<file path="src/rtl/zipdbg_seq.sv">
// Debug access sequencer: turns a single CPU-register read/write request into the
// halt/select control write, the data-register access and an optional release write.
module zipdbg_seq #(
  parameter int unsigned LGTIMEOUT = 10
) (
  input  logic        i_clk,
  input  logic        i_rst_n,
  // request side
  input  logic        i_req_stb,
  output logic        o_req_busy,
  input  logic        i_req_we,
  input  logic [4:0]  i_req_reg,
  input  logic [31:0] i_req_data,
  input  logic        i_req_resume,
  // response side
  output logic        o_rsp_stb,
  output logic [31:0] o_rsp_data,
  output logic        o_rsp_err,
  // debug wishbone master
  output logic        o_dbg_cyc,
  output logic        o_dbg_stb,
  output logic        o_dbg_we,
  output logic        o_dbg_addr,
  output logic [31:0] o_dbg_data,
  input  logic        i_dbg_ack,
  input  logic        i_dbg_stall,
  input  logic [31:0] i_dbg_data
);

  typedef enum logic [2:0] {StIdle, StCmd, StData, StResume, StDone} state_e;

  localparam logic [LGTIMEOUT-1:0] TimerOne  = {{(LGTIMEOUT-1){1'b0}}, 1'b1};
  localparam logic [LGTIMEOUT-1:0] TimerMax  = {LGTIMEOUT{1'b1}};
  // Last count before all-ones: the edge leaving it is the timeout edge.
  localparam logic [LGTIMEOUT-1:0] TimerLast = {{(LGTIMEOUT-1){1'b1}}, 1'b0};

  state_e                 state_q, state_d;
  logic                   stb_q, stb_d;
  logic [LGTIMEOUT-1:0]   timer_q, timer_d;
  logic                   we_q, we_d;
  logic [4:0]             reg_q, reg_d;
  logic [31:0]            data_q, data_d;
  logic                   resume_q, resume_d;
  logic [31:0]            rsp_data_q, rsp_data_d;
  logic                   rsp_err_q, rsp_err_d;
  logic                   busy;
  logic                   phase_done;

  assign busy = (state_q == StCmd) || (state_q == StData) || (state_q == StResume);
  // An ack only counts once the strobe is (or is being) accepted.
  assign phase_done = busy && i_dbg_ack && (!stb_q || !i_dbg_stall);

  always_ff @(posedge i_clk or negedge i_rst_n) begin
    if (!i_rst_n) begin
      state_q    <= StIdle;
      stb_q      <= 1'b0;
      timer_q    <= '0;
      we_q       <= 1'b0;
      reg_q      <= '0;
      data_q     <= '0;
      resume_q   <= 1'b0;
      rsp_data_q <= '0;
      rsp_err_q  <= 1'b0;
    end else begin
      state_q    <= state_d;
      stb_q      <= stb_d;
      timer_q    <= timer_d;
      we_q       <= we_d;
      reg_q      <= reg_d;
      data_q     <= data_d;
      resume_q   <= resume_d;
      rsp_data_q <= rsp_data_d;
      rsp_err_q  <= rsp_err_d;
    end
  end

  always_comb begin
    state_d    = state_q;
    stb_d      = stb_q;
    timer_d    = timer_q;
    we_d       = we_q;
    reg_d      = reg_q;
    data_d     = data_q;
    resume_d   = resume_q;
    rsp_data_d = rsp_data_q;
    rsp_err_d  = rsp_err_q;

    unique case (state_q)
      StIdle, StDone: begin
        state_d = StIdle;
        if (i_req_stb) begin
          state_d  = StCmd;
          stb_d    = 1'b1;
          timer_d  = '0;
          we_d     = i_req_we;
          reg_d    = i_req_reg;
          data_d   = i_req_data;
          resume_d = i_req_resume;
        end
      end
      StCmd, StData, StResume: begin
        if (stb_q && !i_dbg_stall) begin
          stb_d = 1'b0;
        end
        if (timer_q != TimerMax) begin
          timer_d = timer_q + TimerOne;
        end
        if (phase_done) begin
          timer_d = '0;
          stb_d   = 1'b1;
          if (state_q == StCmd) begin
            state_d = StData;
          end else if (state_q == StData) begin
            rsp_data_d = i_dbg_data;
            rsp_err_d  = 1'b0;
            if (resume_q) begin
              state_d = StResume;
            end else begin
              state_d = StDone;
              stb_d   = 1'b0;
            end
          end else begin
            state_d = StDone;
            stb_d   = 1'b0;
          end
        end else if (timer_q == TimerLast) begin
          state_d    = StDone;
          stb_d      = 1'b0;
          rsp_err_d  = 1'b1;
          rsp_data_d = '0;
        end
      end
      default: begin
        state_d = StIdle;
        stb_d   = 1'b0;
      end
    endcase
  end

  always_comb begin
    o_dbg_we   = 1'b0;
    o_dbg_addr = 1'b0;
    o_dbg_data = '0;
    unique case (state_q)
      StCmd: begin
        o_dbg_we   = 1'b1;
        o_dbg_data = {21'd0, 1'b1, 5'd0, reg_q};
      end
      StData: begin
        o_dbg_we   = we_q;
        o_dbg_addr = 1'b1;
        o_dbg_data = we_q ? data_q : 32'd0;
      end
      StResume: begin
        o_dbg_we   = 1'b1;
        o_dbg_data = {27'd0, reg_q};
      end
      default: ;
    endcase
  end

  assign o_dbg_cyc  = busy;
  assign o_dbg_stb  = stb_q;
  assign o_req_busy = busy;
  assign o_rsp_stb  = (state_q == StDone);
  assign o_rsp_data = rsp_data_q;
  assign o_rsp_err  = rsp_err_q;

endmodule

</file>
<file path="config.mk">
export PLATFORM = sky130hd
export DESIGN_NAME = zipdbg_seq
export DESIGN_NICKNAME = d
export VERILOG_FILES = /design/src/rtl/zipdbg_seq.sv
export SDC_FILE = /design/constraint.sdc
export NUM_CORES = 1
export LEC_CHECK = 0
export ABC_CLOCK_PERIOD_IN_PS = 2200
export CORE_MARGIN = 2
export CORE_UTILIZATION = 44
export DETAILED_ROUTE_END_ITERATION = 8
export GPL_TIMING_DRIVEN = 0
export MAX_ROUTING_LAYER = met4
export PLACE_DENSITY = 0.8
export SLEW_MARGIN = 20
export SYNTH_ARGS = -nofsm -noshare
export SYNTH_HDL_FRONTEND = slang
export SYNTH_SLANG_ARGS = --single-unit
</file>
<file path="constraint.sdc">
create_clock -name i_clk -period 2.2 [get_ports i_clk]
set_clock_uncertainty 0.2 [all_clocks]
set_input_delay 0.22 -clock i_clk [delete_from_list [all_inputs] [get_ports i_clk]]
set_output_delay 0.22 -clock i_clk [all_outputs]
set_load 0.01 [all_outputs]
</file>
Yosys cells after proc, flatten, opt, wreduce, memory -nomap -nowiden --
Index checks and enable logic that the tools add are counted.
Storage, ports and cells: bits in registers 86, input bits 76, output and inout port bits 71, word-level logic and storage cells 71
Operators by class: add/subtract/negate cells 1, equal/unequal tests 12, multiplexer cells 31, reduce and logical (&&, ||, !) cells 18
Operators with widths (number):
- 32-bit 2-to-1 mux | 5
- 32-bit case mux with 3 select lines | 1
- 10-bit 2-to-1 mux | 3
- 10-bit case mux with 2 select lines | 1
- 3-bit 2-to-1 mux | 5
- 1-bit 2-to-1 mux | 13
- 10-bit by 1-bit adder with 10-bit output, second input constant | 1
- 10-bit equality test, second input constant | 1
- 10-bit != test, second input constant | 1
- 3-bit by 2-bit equality test with 1-bit output, second input constant | 2
- 3-bit != test, second input constant | 2
- 3-bit case mux with 2 select lines | 1
- 2-bit != test, second input constant | 2
- 4-bit != test, second input constant | 1
- 1-bit case mux with 2 select lines | 2
- 2-bit AND reduction | 2
- 4-bit AND reduction | 1
- 2-bit nonzero test | 2
- 2-bit OR reduction | 2
- 3-bit by 1-bit equality test with 1-bit output, second input constant | 1
- 3-bit equality test, second input constant | 1
- 1-bit logical AND | 3
- 3-bit zero test | 1
- 1-bit logical OR | 3
- 4 further kinds | 5

Logic depth before layout (Yosys ltp) --
Gate-level depths: netlist (run 1).
word-level depth 7, mapped depth 7, gate-level depth less buffers 6

Least setup slack after synthesis (run 1) --
OpenSTA, ideal clock, no wires.
path kind register to register, start register stb_q (netlist: o_dbg_stb), end register timer_q[9], library setup time 0.118 ns, arrival 1.497 ns, data required time 1.882 ns, setup slack 0.385 ns, cell stages (with the launch flop) 6, period minus slack after synthesis 1.815 ns, cell sequence dfrtp_1 > a21boi_2 > nor2_1 > clkbuf_1 > a221o_1 > a21o_1
Between the ends: longest elaborated chain between the ends 5, elaborated cells on any way between the ends 7, classes of those cells eq/ne (1); mux (2); reduce/logical (4)
RTL lines:
- from (decl) | RTL line 38 | logic stb_q, stb_d;
- from (signal assigned) | RTL line 66 | stb_q <= stb_d;
- 1-bit zero test (*) | RTL line 51 | assign phase_done = busy && i_dbg_ack && (!stb_q || !i_dbg_stall);
- 1-bit logical OR (*) | RTL line 51
- 1-bit logical AND (*) | RTL line 51
- 3-bit != test (no source line) / 10-bit 2-to-1 mux (equally long branches)
- 3-bit AND reduction (no source line) / 10-bit case mux with 2 select lines (equally long branches)
- to (signal assigned) | RTL line 67 | timer_q <= timer_d;
- to (decl) | RTL line 39 | logic [LGTIMEOUT-1:0] timer_q, timer_d;
Mark *: on every way between the ends. The rest lies on a longest branch, timed or not. A chain may end at the register's enable or synchronous reset.

Worst setup path after layout (run 1) --
start register state_q[0], end output o_dbg_data[22]
Between the ends: longest elaborated chain between the ends 2, elaborated cells on any way between the ends 4, classes of those cells eq/ne (3); mux (1)
RTL lines:
- from (decl) | RTL line 37 | state_e state_q, state_d;
- from (signal assigned) | RTL line 55 | state_q <= StIdle;
- from (signal assigned) | RTL line 65 | state_q <= state_d;
- 3-bit by 2-bit equality test with 1-bit output / 3-bit by 1-bit equality test with 1-bit output (equally long branches) | RTL line 144 | unique case (state_q)
- 32-bit case mux with 3 select lines (*) | RTL line 144
- to (decl) | RTL line 24 | output logic [31:0] o_dbg_data,
Marks and branches as above.

==> results of run 1 <==
## cells in the mapped netlist (6+ instances only)
cell | number | area [um2]
buf_2 | 12 | 60.1
mux2_1 | 27 | 304
a22o_1 | 36 | 315
clkbuf_1 | 9 | 33.8
inv_1 | 6 | 22.5
a21oi_1 | 10 | 50.1
nand2_1 | 8 | 30.0
dfrtp_1 | 86 | 2150
mux2_2 | 12 | 135
nor2_1 | 10 | 37.5
nand3_1 | 9 | 45.0
and3_1 | 28 | 175
## final timing paths
kind	slack, ns	endpoint	depth (start not counted)
setup / recovery	0.04	o_dbg_data[22]	7
hold / removal	0.17	data_q[2]	2
setup reg to reg	0.18	timer_q[9]	5
hold reg to reg	0.29	data_q[5]	1
max in group asynchronous	1.01	timer_q[7]	3
min in group i_clk	0.25	data_q[15]	2
## critical path, delay by kind of cell, from the launching register on
kind / cells / cell delay (ns)
buf+inv: 5 / 0.60
simple gates: 2 / 0.37
flops: 1 / 0.42
## state kept, by name (all words and copies together), names as in the netlist
| register | count |
|---|---|
| reg_q | 5 |
| o_rsp_err | 1 |
| data_q | 32 |
| resume_q | 1 |
| o_dbg_stb | 1 |
| state_q | 3 |
| o_rsp_data | 32 |
| timer_q | 10 |
| we_q | 1 |
## layout make-up
class | count | area, um2 | share of cell area
buffer | 21 | 128 | 0.0223
tap | 105 | 131 | 0.0230
sequential | 86 | 2150 | 0.377
clock inverter | 7 | 80.1 | 0.0140
clock buffer | 9 | 124 | 0.0217
multi-input combinational | 193 | 1580 | 0.276
timing repair buffer | 156 | 1500 | 0.262
inverter | 7 | 26.3 | 0.00460
## layer usage
| layer | GRT usage | part of all wire |
|---|---|---|
| met1 | 0.284 | 0.43 |
| met4 | 0.0639 | 0.013 |
| met2 | 0.365 | 0.49 |
| met3 | 0.0614 | 0.073 |
| met5 | - | 0 |
## layout by cell type (no fill, tap or decap), types with 8 or more instances in the layout
| master | instances |
|---|---|
| nand2_1 | 8 |
| clkdlybuf4s50_1 | 108 |
| a22o_1 | 36 |
| dfrtp_1 | 86 |
| buf_2 | 26 |
| clkbuf_8 | 10 |
| mux2_1 | 27 |
| nor2_1 | 9 |
| and3_1 | 20 |
| dlygate4sd2_1 | 13 |
| mux2_2 | 12 |
| nand3_1 | 9 |
| a21oi_1 | 10 |
| and3_4 | 8 |
| buf_6 | 10 |
| buf_4 | 9 |
## cells by family (layout without fill, tap and decap cells)
logic type / Yosys count / count (layout)
and+or+nand+nor: 78 / 78
AOI/OAI and AO/OA: 71 / 71
DFF: 86 / 86
adders and majority gates: 2 / 2
muxes: 42 / 42
buffers and inverters: 29 / 200
## where the power goes
part / total (mW) / switching, mW / internal, mW / leakage [nW]
registers: 2.67 / 0.394 / 2.27 / 1.06
logic: 3.44 / 1.54 / 1.89 / 1.49
clock network: 1.15 / 0.603 / 0.543 / 0.107
## stage by stage
step	instances	cell area, um2	total power, mW	setup slack [ns]	setup TNS [ns]
6_report	584	5710	7.25	0.0384	0
3_3_place_gp	559	5390	5.88	-2.36	-211.59
5_1_grt	584	5710	7.73	-0.0304	-0.159
4_1_cts	586	5640	7.25	-0.0390	-0.193
3_5_place_dp	560	5420	5.98	-0.417	-9.77
2_1_floorplan	308	3800	4.34	0.385	0
## what timing repair did
item / 4_1_cts / 5_1_grt
hold buffers: 1 / 0
buffers inserted: 8 / 0
setup endpoints to repair: 37 / 25
hold endpoints to repair: 34 / 0
gates cloned: 1 / 0
pin swaps: 1 / 2
gates resized for setup: 125 / 19
==> metrics, run 1 <==
Compound-Gate Fraction of Synth Area=0.148; NumNets Final=552; total grt overflow=0; pins over their slew limit=0; Ys Warns=0; Die H=96.9 um; DR DRC count=0; initial antenna violation count=0; max incr delay on CP=~0.42 ns; Critical-path top delay cell=dfrtp_1; DIE AREA=9390 um2; GRT Util Overall=0.227; post-detail-place hpwl=7.25 mm; element type at the critical path start=register; crit end category=output port; Mapped Nets=386; post-synthesis mux area share=0.124; share of cells above drive strength 1=0.213; register area share after synthesis=0.567; synthesized flop and latch total=between 80 and 90; First-pass DRT Iterations=4; Final setup viols=0; Ant. Diodes=0; post-synth cell types=46; number of max-cap violations=0; Final Wtd Congestion=0.838; DR WL/cell=17.4 um; CP most frequent cell=buf_6; RSZ-0062 raised after global routing=true; Clock Path Buffers=2; core area=around 8300 um2; Adder-Cell Fraction of Synth Area=0.00659; power density over cell area=1270 nW/um2; Final min period=2.16 ns; P&R area growth vs syn=50.5%; crit path cell chain=nor3b_2 > buf_4 > buf_6 > buf_8 > buf_6 > and3_4 > buf_6; First DRT Iteration DRCs=143; final worst path period share=0.983; fillcell total=603; post-synthesis xor/xnor area fraction=0; clk slew on worst S/H paths=0.09 ns; count of boundary I/O pins=147; Initial Util=0.458; CP Max Fanout=4; vias in the first global route=3262; Num Clock Sinks=86; critical path required time=~1.8 ns; Async SR Flop Fraction=1.00; reg-to-reg startpoint=o_dbg_stb; Synth Flop Type=dfrtp_1; cts bufs inserted=9; vias=3143; status=finished clean; worst hold slack=0.171 ns; H-tree Lvls=3; LEAKAGE=2.66 nW; CTS root buf=clkbuf_8; largest net degree at the start of global routing=53; main combinational cell family by area after synthesis=compound AO/OA/AOI/OAI gates; crit path kind=register to output port; Max-slew headroom=0.688; post-route ant nets=0; Synth Cell Area=3800 um2; Worst Setup SP=state_q[0]; Post-Route WL=10.1 mm; Die Wd=96.9 um; Worst VDD drop=0.000690 V; CTS tree=yes; simple-gate share of the synthesized area=0.121; later-pin clock latency in the skew report=0.35 ns; vias per inst=5.38; data arrival time of the critical path=1.74 ns; Final Util=0.689; Hold Path Class=input pin to asynchronous set/reset pin; Post-synth EDFFs=0; Syn Area/Cell=12.3 um2; Hold Fails Final Rpt=0; IO buf count=around 150; post-synthesis cell count=308; Rows=33; first-pass GRT wire length=16.7 mm; Worst Max-Slew Pin Slew=0.468 ns; Max Fclk=463 MHz
Note: power is estimated with default switching activity, not from simulation.
==> inputs of run 2 (changes only) <==
--- a/config.mk
+++ b/config.mk
@@ -7,11 +7,12 @@
 export LEC_CHECK = 0
 export ABC_CLOCK_PERIOD_IN_PS = 2200
 export CORE_MARGIN = 2
-export CORE_UTILIZATION = 44
+export CORE_UTILIZATION = 30
+export CTS_CLUSTER_SIZE = 8
 export DETAILED_ROUTE_END_ITERATION = 8
 export GPL_TIMING_DRIVEN = 0
 export MAX_ROUTING_LAYER = met4
-export PLACE_DENSITY = 0.8
+export PLACE_DENSITY = 0.59
 export SLEW_MARGIN = 20
 export SYNTH_ARGS = -nofsm -noshare
 export SYNTH_HDL_FRONTEND = slang
==> run 2 against run 1 <==
Compared with the run above: hold slack better by 0.0020 ns; utilization down 22 points; fmax up 2.6%; global-route usage is 6.5 points lower; highest routed layer unchanged; critical path depth decreased by 2; die area is 45% higher; via count fell by 1.4%; sequential power barely moved; register-to-register slack got worse by 0.04 ns; largest power group unchanged; sequential share of layout area down 0.72 points; combinational power is 4% lower; cell area increased by 2.0%.
==> metrics, run 2 (same netlist as run 1, synthesis figures left out) <==
status=finished clean (unchanged); Die H=117 um (was 96.9 um); vias=3099 (was 3143); crit end category=output port (unchanged); most common cell after layout, fill and taps aside=clkdlybuf4s50_1 (unchanged); worst slack, placed=-0.458 ns (was -0.417 ns); worst hold slack=0.173 ns (was 0.171 ns); later-pin clock latency in the skew report=0.33 ns (was 0.35 ns); Hold Path Class=input pin to asynchronous set/reset pin (unchanged); Clock Path Buffers=2 (unchanged); Final Wtd Congestion=0.811 (was 0.838); share of cells above drive strength 1=0.200 (was 0.213); number of max-cap violations=0 (unchanged); Worst VDD drop=0.000708 V (was 0.000690 V); IO buf count=146 (unchanged); most frequent cells in the layout=108 x clkdlybuf4s50_1, 85 x dfrtp_1, 36 x a22o_1 (was 108 x clkdlybuf4s50_1, 86 x dfrtp_1, 36 x a22o_1); DR DRC count=0 (unchanged); post-detail-place hpwl=7.37 mm (was 7.25 mm); data arrival time of the critical path=1.69 ns (was 1.74 ns); Rows=41 (was 33); final setup margin=0.0933 ns (was 0.0384 ns); dpl cells=627 (was 560); total power=7.51 mW (was 7.25 mW); Final min period=2.11 ns (was 2.16 ns); total grt overflow=0 (unchanged); H-tree Lvls=3 (unchanged); Placement Cell Area=5500 um2 (was 5420 um2); Final setup viols=0 (unchanged); LEAKAGE=2.69 nW (was 2.66 nW); CTS tree=yes (unchanged); CP Max Fanout=4 (unchanged); DR WL/cell=15.5 um (was 17.4 um); GRT Util Overall=0.162 (was 0.227); Layout Cells excl Fill=651 (was 584); crit path cell chain=nor3b_2 > buf_4 > and2_4 > a22o_1 > clkdlybuf4s15_1 (was nor3b_2 > buf_4 > buf_6 > buf_8 > buf_6 > and3_4 > buf_6); element type at the critical path start=register (unchanged); Setup TNS=0 ns (unchanged); Design Area, Final=5830 um2 (was 5710 um2); fillcell total=1187 (was 603); Num Clock Sinks=86 (unchanged); initial antenna violation count=0 (unchanged); count of boundary I/O pins=147 (unchanged); crit path kind=register to output port (unchanged); final worst path period share=0.958 (was 0.983); Ant. Diodes=0 (unchanged); vias per inst=4.76 (was 5.38); max incr delay on CP=0.41 ns (was 0.42 ns); Final Util=0.468 (was 0.689); clk slew on worst S/H paths=0.06 ns (was 0.09 ns); Hold Fails Final Rpt=0 (unchanged); FF+latch area=2150 um2 (about the same); NumNets Final=552 (unchanged); Worst Max-Slew Pin Slew=0.490 ns (was 0.468 ns); Initial Util=0.305 (was 0.458); Max Fclk=475 MHz (was 463 MHz); core area=12500 um2 (was 8300 um2); P&R area growth vs syn=53.5% (was 50.5%); post-route ant nets=0 (unchanged); First DRT Iteration DRCs=132 (was 143); CTS root buf=clkbuf_16 (was clkbuf_8); Post-Route WL=10.1 mm (about the same); cts bufs inserted=9 (unchanged); first-pass GRT wire length=16.4 mm (was 16.7 mm); First-pass DRT Iterations=4 (unchanged); critical path required time=1.78 ns (about the same); Die Wd=117 um (was 96.9 um); largest net degree at the start of global routing=54 (was 53); area occupied by multi-input gates=1550 um2 (was 1580 um2); power density over cell area=1290 nW/um2 (was 1270 nW/um2); pins over their slew limit=0 (unchanged); DIE AREA=13600 um2 (was 9390 um2); vias in the first global route=3276 (was 3262); Critical-path top delay cell=dfrtp_2 (was dfrtp_1); Max-slew headroom=0.673 (was 0.688)
==> run 2: worst paths after layout <==
kind                           startpoint       endpoint  slack (ns)  cells past startpoint
hold reg to reg                 data_q[7]      data_q[7]        0.28                      1
setup reg to reg               state_q[0]     timer_q[9]        0.14                      7
setup / recovery               state_q[1]  o_dbg_data[0]        0.09                      5
max in group asynchronous         i_rst_n     state_q[1]        0.99                      3
min in group i_clk         i_req_data[22]     data_q[22]        0.28                      2
hold / removal                    i_rst_n       reg_q[0]        0.17                      2
==> run 2: what timing repair did <==
item	CTS	global route
setup endpoints to repair	37	33
hold endpoints to repair	33	0
hold buffers	1	0
resized for setup	102	31
pin swaps	0	1
buffers inserted	6	1
==> run 2: area by class of cell <==
class | instances | share of cell area
Clock inverter | 6 | 0.0118
Inverter | 7 | 0.00451
Multi-Input combinational cell | 193 | 0.266
Tap cell | 172 | 0.0369
Buffer | 22 | 0.0230
Clock buffer | 10 | 0.0410
Timing Repair Buffer | 155 | 0.248
Sequential cell | 86 | 0.369
==> run 2: routing by layer <==
| layer | global-route usage | part of all wire | vias up | wire length [um] |
|---|---|---|---|---|
| met5 | - | 0 | - | 0 |
| met4 | 0.0524 | 0.011 | 0 | 107 |
| met3 | 0.0592 | 0.095 | 10 | 958 |
| met2 | 0.245 | 0.46 | 121 | 4620 |
| met1 | 0.202 | 0.44 | 1494 | 4440 |
| li1 | - | - | 1474 | - |
==> run 2: worst max-delay path, delay by kind of cell, from the launching register on <==
family	cells	cell delay (ns)
AND/OR/NAND/NOR	2	0.33
flip-flops	1	0.41
AO/OA/AOI/OAI	1	0.23
buffers and inverters	2	0.39
==> run 2: power by group <==
part           switching [mW]  leakage, nW  internal [mW]  total [mW]
clock network           0.626        0.137          0.914        1.54
registers               0.380         1.06           2.28        2.66
logic                    1.49         1.49           1.82        3.31
total                    2.49         2.69           5.02        7.51
==> RTL edit, RTL diff (config.mk and constraints of run 2) <==
The parameter `LGTIMEOUT` goes from 10 to 12.
--- a/src/rtl/zipdbg_seq.sv
+++ b/src/rtl/zipdbg_seq.sv
@@ -1,7 +1,7 @@
 // Debug access sequencer: turns a single CPU-register read/write request into the
 // halt/select control write, the data-register access and an optional release write.
 module zipdbg_seq #(
-  parameter int unsigned LGTIMEOUT = 10
+  parameter int unsigned LGTIMEOUT = 12
 ) (
   input  logic        i_clk,
   input  logic        i_rst_n,
Behaviour: same outputs for any inputs over 4 cycles, from zero or initial values and one cycle with i_rst_n low; that may be too few to reach the edited logic, so the function may still have changed.
==> RTL edit against run 2 <==
Via count increased by 18%. Maximum frequency decreased by 0.65%. Highest routed layer unchanged. Global-route usage increased by 1.4 points. Combinational power about the same. Routed wire length increased by 17%. Synthesized area increased by 6.6%. Clock power increased by 8%. Critical path depth unchanged. Worst setup slack got worse by 14 ps. Final cell count increased by 16%. Total power increased by 2.0%. Sequential cell count increased by 2. Final area increased by 5.5%.
==> RTL edit: results (changes against run 2) <==
.. list-table::
   :header-rows: 1

   * - Metric
     - Value
   * - List of most frequent post-synthesis cells
     - sky130_fd_sc_hd__nand2_1, sky130_fd_sc_hd__dfrtp_1, sky130_fd_sc_hd__a22o_1
   * - Source-to-sink clock delay at the later pin of the worst-skew pair
     - 350 ps (+20 ps)
   * - Met1 routed wirelength after detailed routing
     - 5280 microns (+19%)
   * - Count of yosys warnings during synthesis
     - 0 (unchanged)
   * - Sum of net half-perimeters after detailed placement
     - 8310 microns (+13%)
   * - Cell variety after synth
     - 54 (+17%)
   * - Weighted congestion reported at the end of routability-driven placement
     - 0.801 (-1.2%)
   * - Part of the power in registers
     - 35.0% (-0.4 points)
   * - Placed insts
     - 728 (+16%)
   * - Overall routing resource usage
     - 17.6% (+1.4 points)
   * - Fraction of power spent switching nets
     - 35.3% (+2.1 points)
   * - Met3 wire length
     - 737 microns (-23%)
   * - Post-synthesis to final-layout area growth
     - 51.9%
   * - Wirelength, routed
     - 11800 microns (+17%)
   * - Final worst hold slack
     - 111 ps (-62.3 ps)
   * - Pre-CTS WS
     - -424 ps (+34.6 ps)
   * - Wire length of the first global-routing pass
     - 19300 microns (+18%)
   * - Reg-to-reg setup timing slack
     - 100 ps (-40 ps)
   * - Crit path max fanout
     - 10 (+6)
   * - Layout Cells excl Fill
     - 754 (+16%)
   * - DR WL met2
     - 5660 microns (+23%)
   * - Result of the run
     - finished clean
   * - Internal power consumption
     - 4.96 mW (-1.2%)
   * - Vias in the first global route
     - 3713 (+13%)
   * - Standard cell area after detailed placement
     - 5760 sq um (+4.7%)
   * - Hold Path Class
     - in2async
   * - Sequential-to-total area share from yosys stat
     - 54.4% (-2.3 points)
   * - Number of filler cells placed in the layout
     - 1277 (+7.6%)
   * - Worst IR drop on VDD
     - 0.489 mV (-31%)
   * - Number of instances in the synthesized netlist
     - 405 (+31%)
   * - # nets final
     - 651 (+18%)
   * - Vias per inst
     - 4.84 (+1.6%)
   * - Main area contributors after synthesis
     - sky130_fd_sc_hd__dfrtp_1, sky130_fd_sc_hd__nand2_1, sky130_fd_sc_hd__a22o_1
   * - Slew at the pin closest to its max-slew limit
     - 548 ps (+57.7 ps)
   * - Syn_nets
     - 483 (+25%)
-- RTL edit: cell types whose count changed after synthesis, sizes merged, moves of 4 or more --
cell and delta:
clkbuf +9, nand3 -4, mux2 -37, nand2 +118
-- RTL edit: cell families (layout without fill, tap and decap cells) --
group	after synthesis	in the layout	share of synthesized area, %
flops	88	88	54.4
buf+inv	32	205	4.64
mux	2	2	0.556
fa+ha+maj	2	2	0.618
simple gates	200	200	23.3
compound gates	81	81	16.4
-- RTL edit: area by class of cell --
class	count	share of cell area, %
well taps	176	3.58
inverters	4	0.244
multi-input cells	285	27.9
repair buffers	158	23.7
flip-flops and latches	88	35.8
plain buffers	27	3.44
clock inverters	4	1.24
clock buffers	12	4.01
-- RTL edit: metal layers --
| layer | track usage [%] | up-vias |
|---|---|---|
| li1 | - | 1764 |
| met1 | 22.6 | 1754 |
| met2 | 27.1 | 116 |
| met3 | 4.71 | 12 |
| met4 | 5.59 | 0 |
| met5 | - | - |
-- RTL edit: what timing repair did --
action                                  4_1_cts  5_1_grt
endpoints found under the setup margin       37       56
hold endpoints to repair                     88        0
cloned                                        0        0
buffers inserted                              9        1
resized for setup                            81       40
pin swaps                                     2        2
hold buffers                                  1        0
-- RTL edit: final timing paths --
kind                                start             end  cells after the start
setup / recovery               state_q[0]  o_dbg_data[26]                      5
hold / removal                    i_rst_n      data_q[29]                      2
setup reg to reg               state_q[2]      timer_q[1]                      6
hold reg to reg                data_q[17]      data_q[17]                      2
max in group asynchronous         i_rst_n      state_q[2]                      3
min in group i_clk         i_req_data[30]      data_q[30]                      3
-- RTL edit: critical path: cells and delay by family (launching register included) --
| kind | cells | cell delay (ps) |
|---|---|---|
| simple gates | 2 | 440 |
| flops | 1 | 420 |
| buf+inv | 3 | 500 |
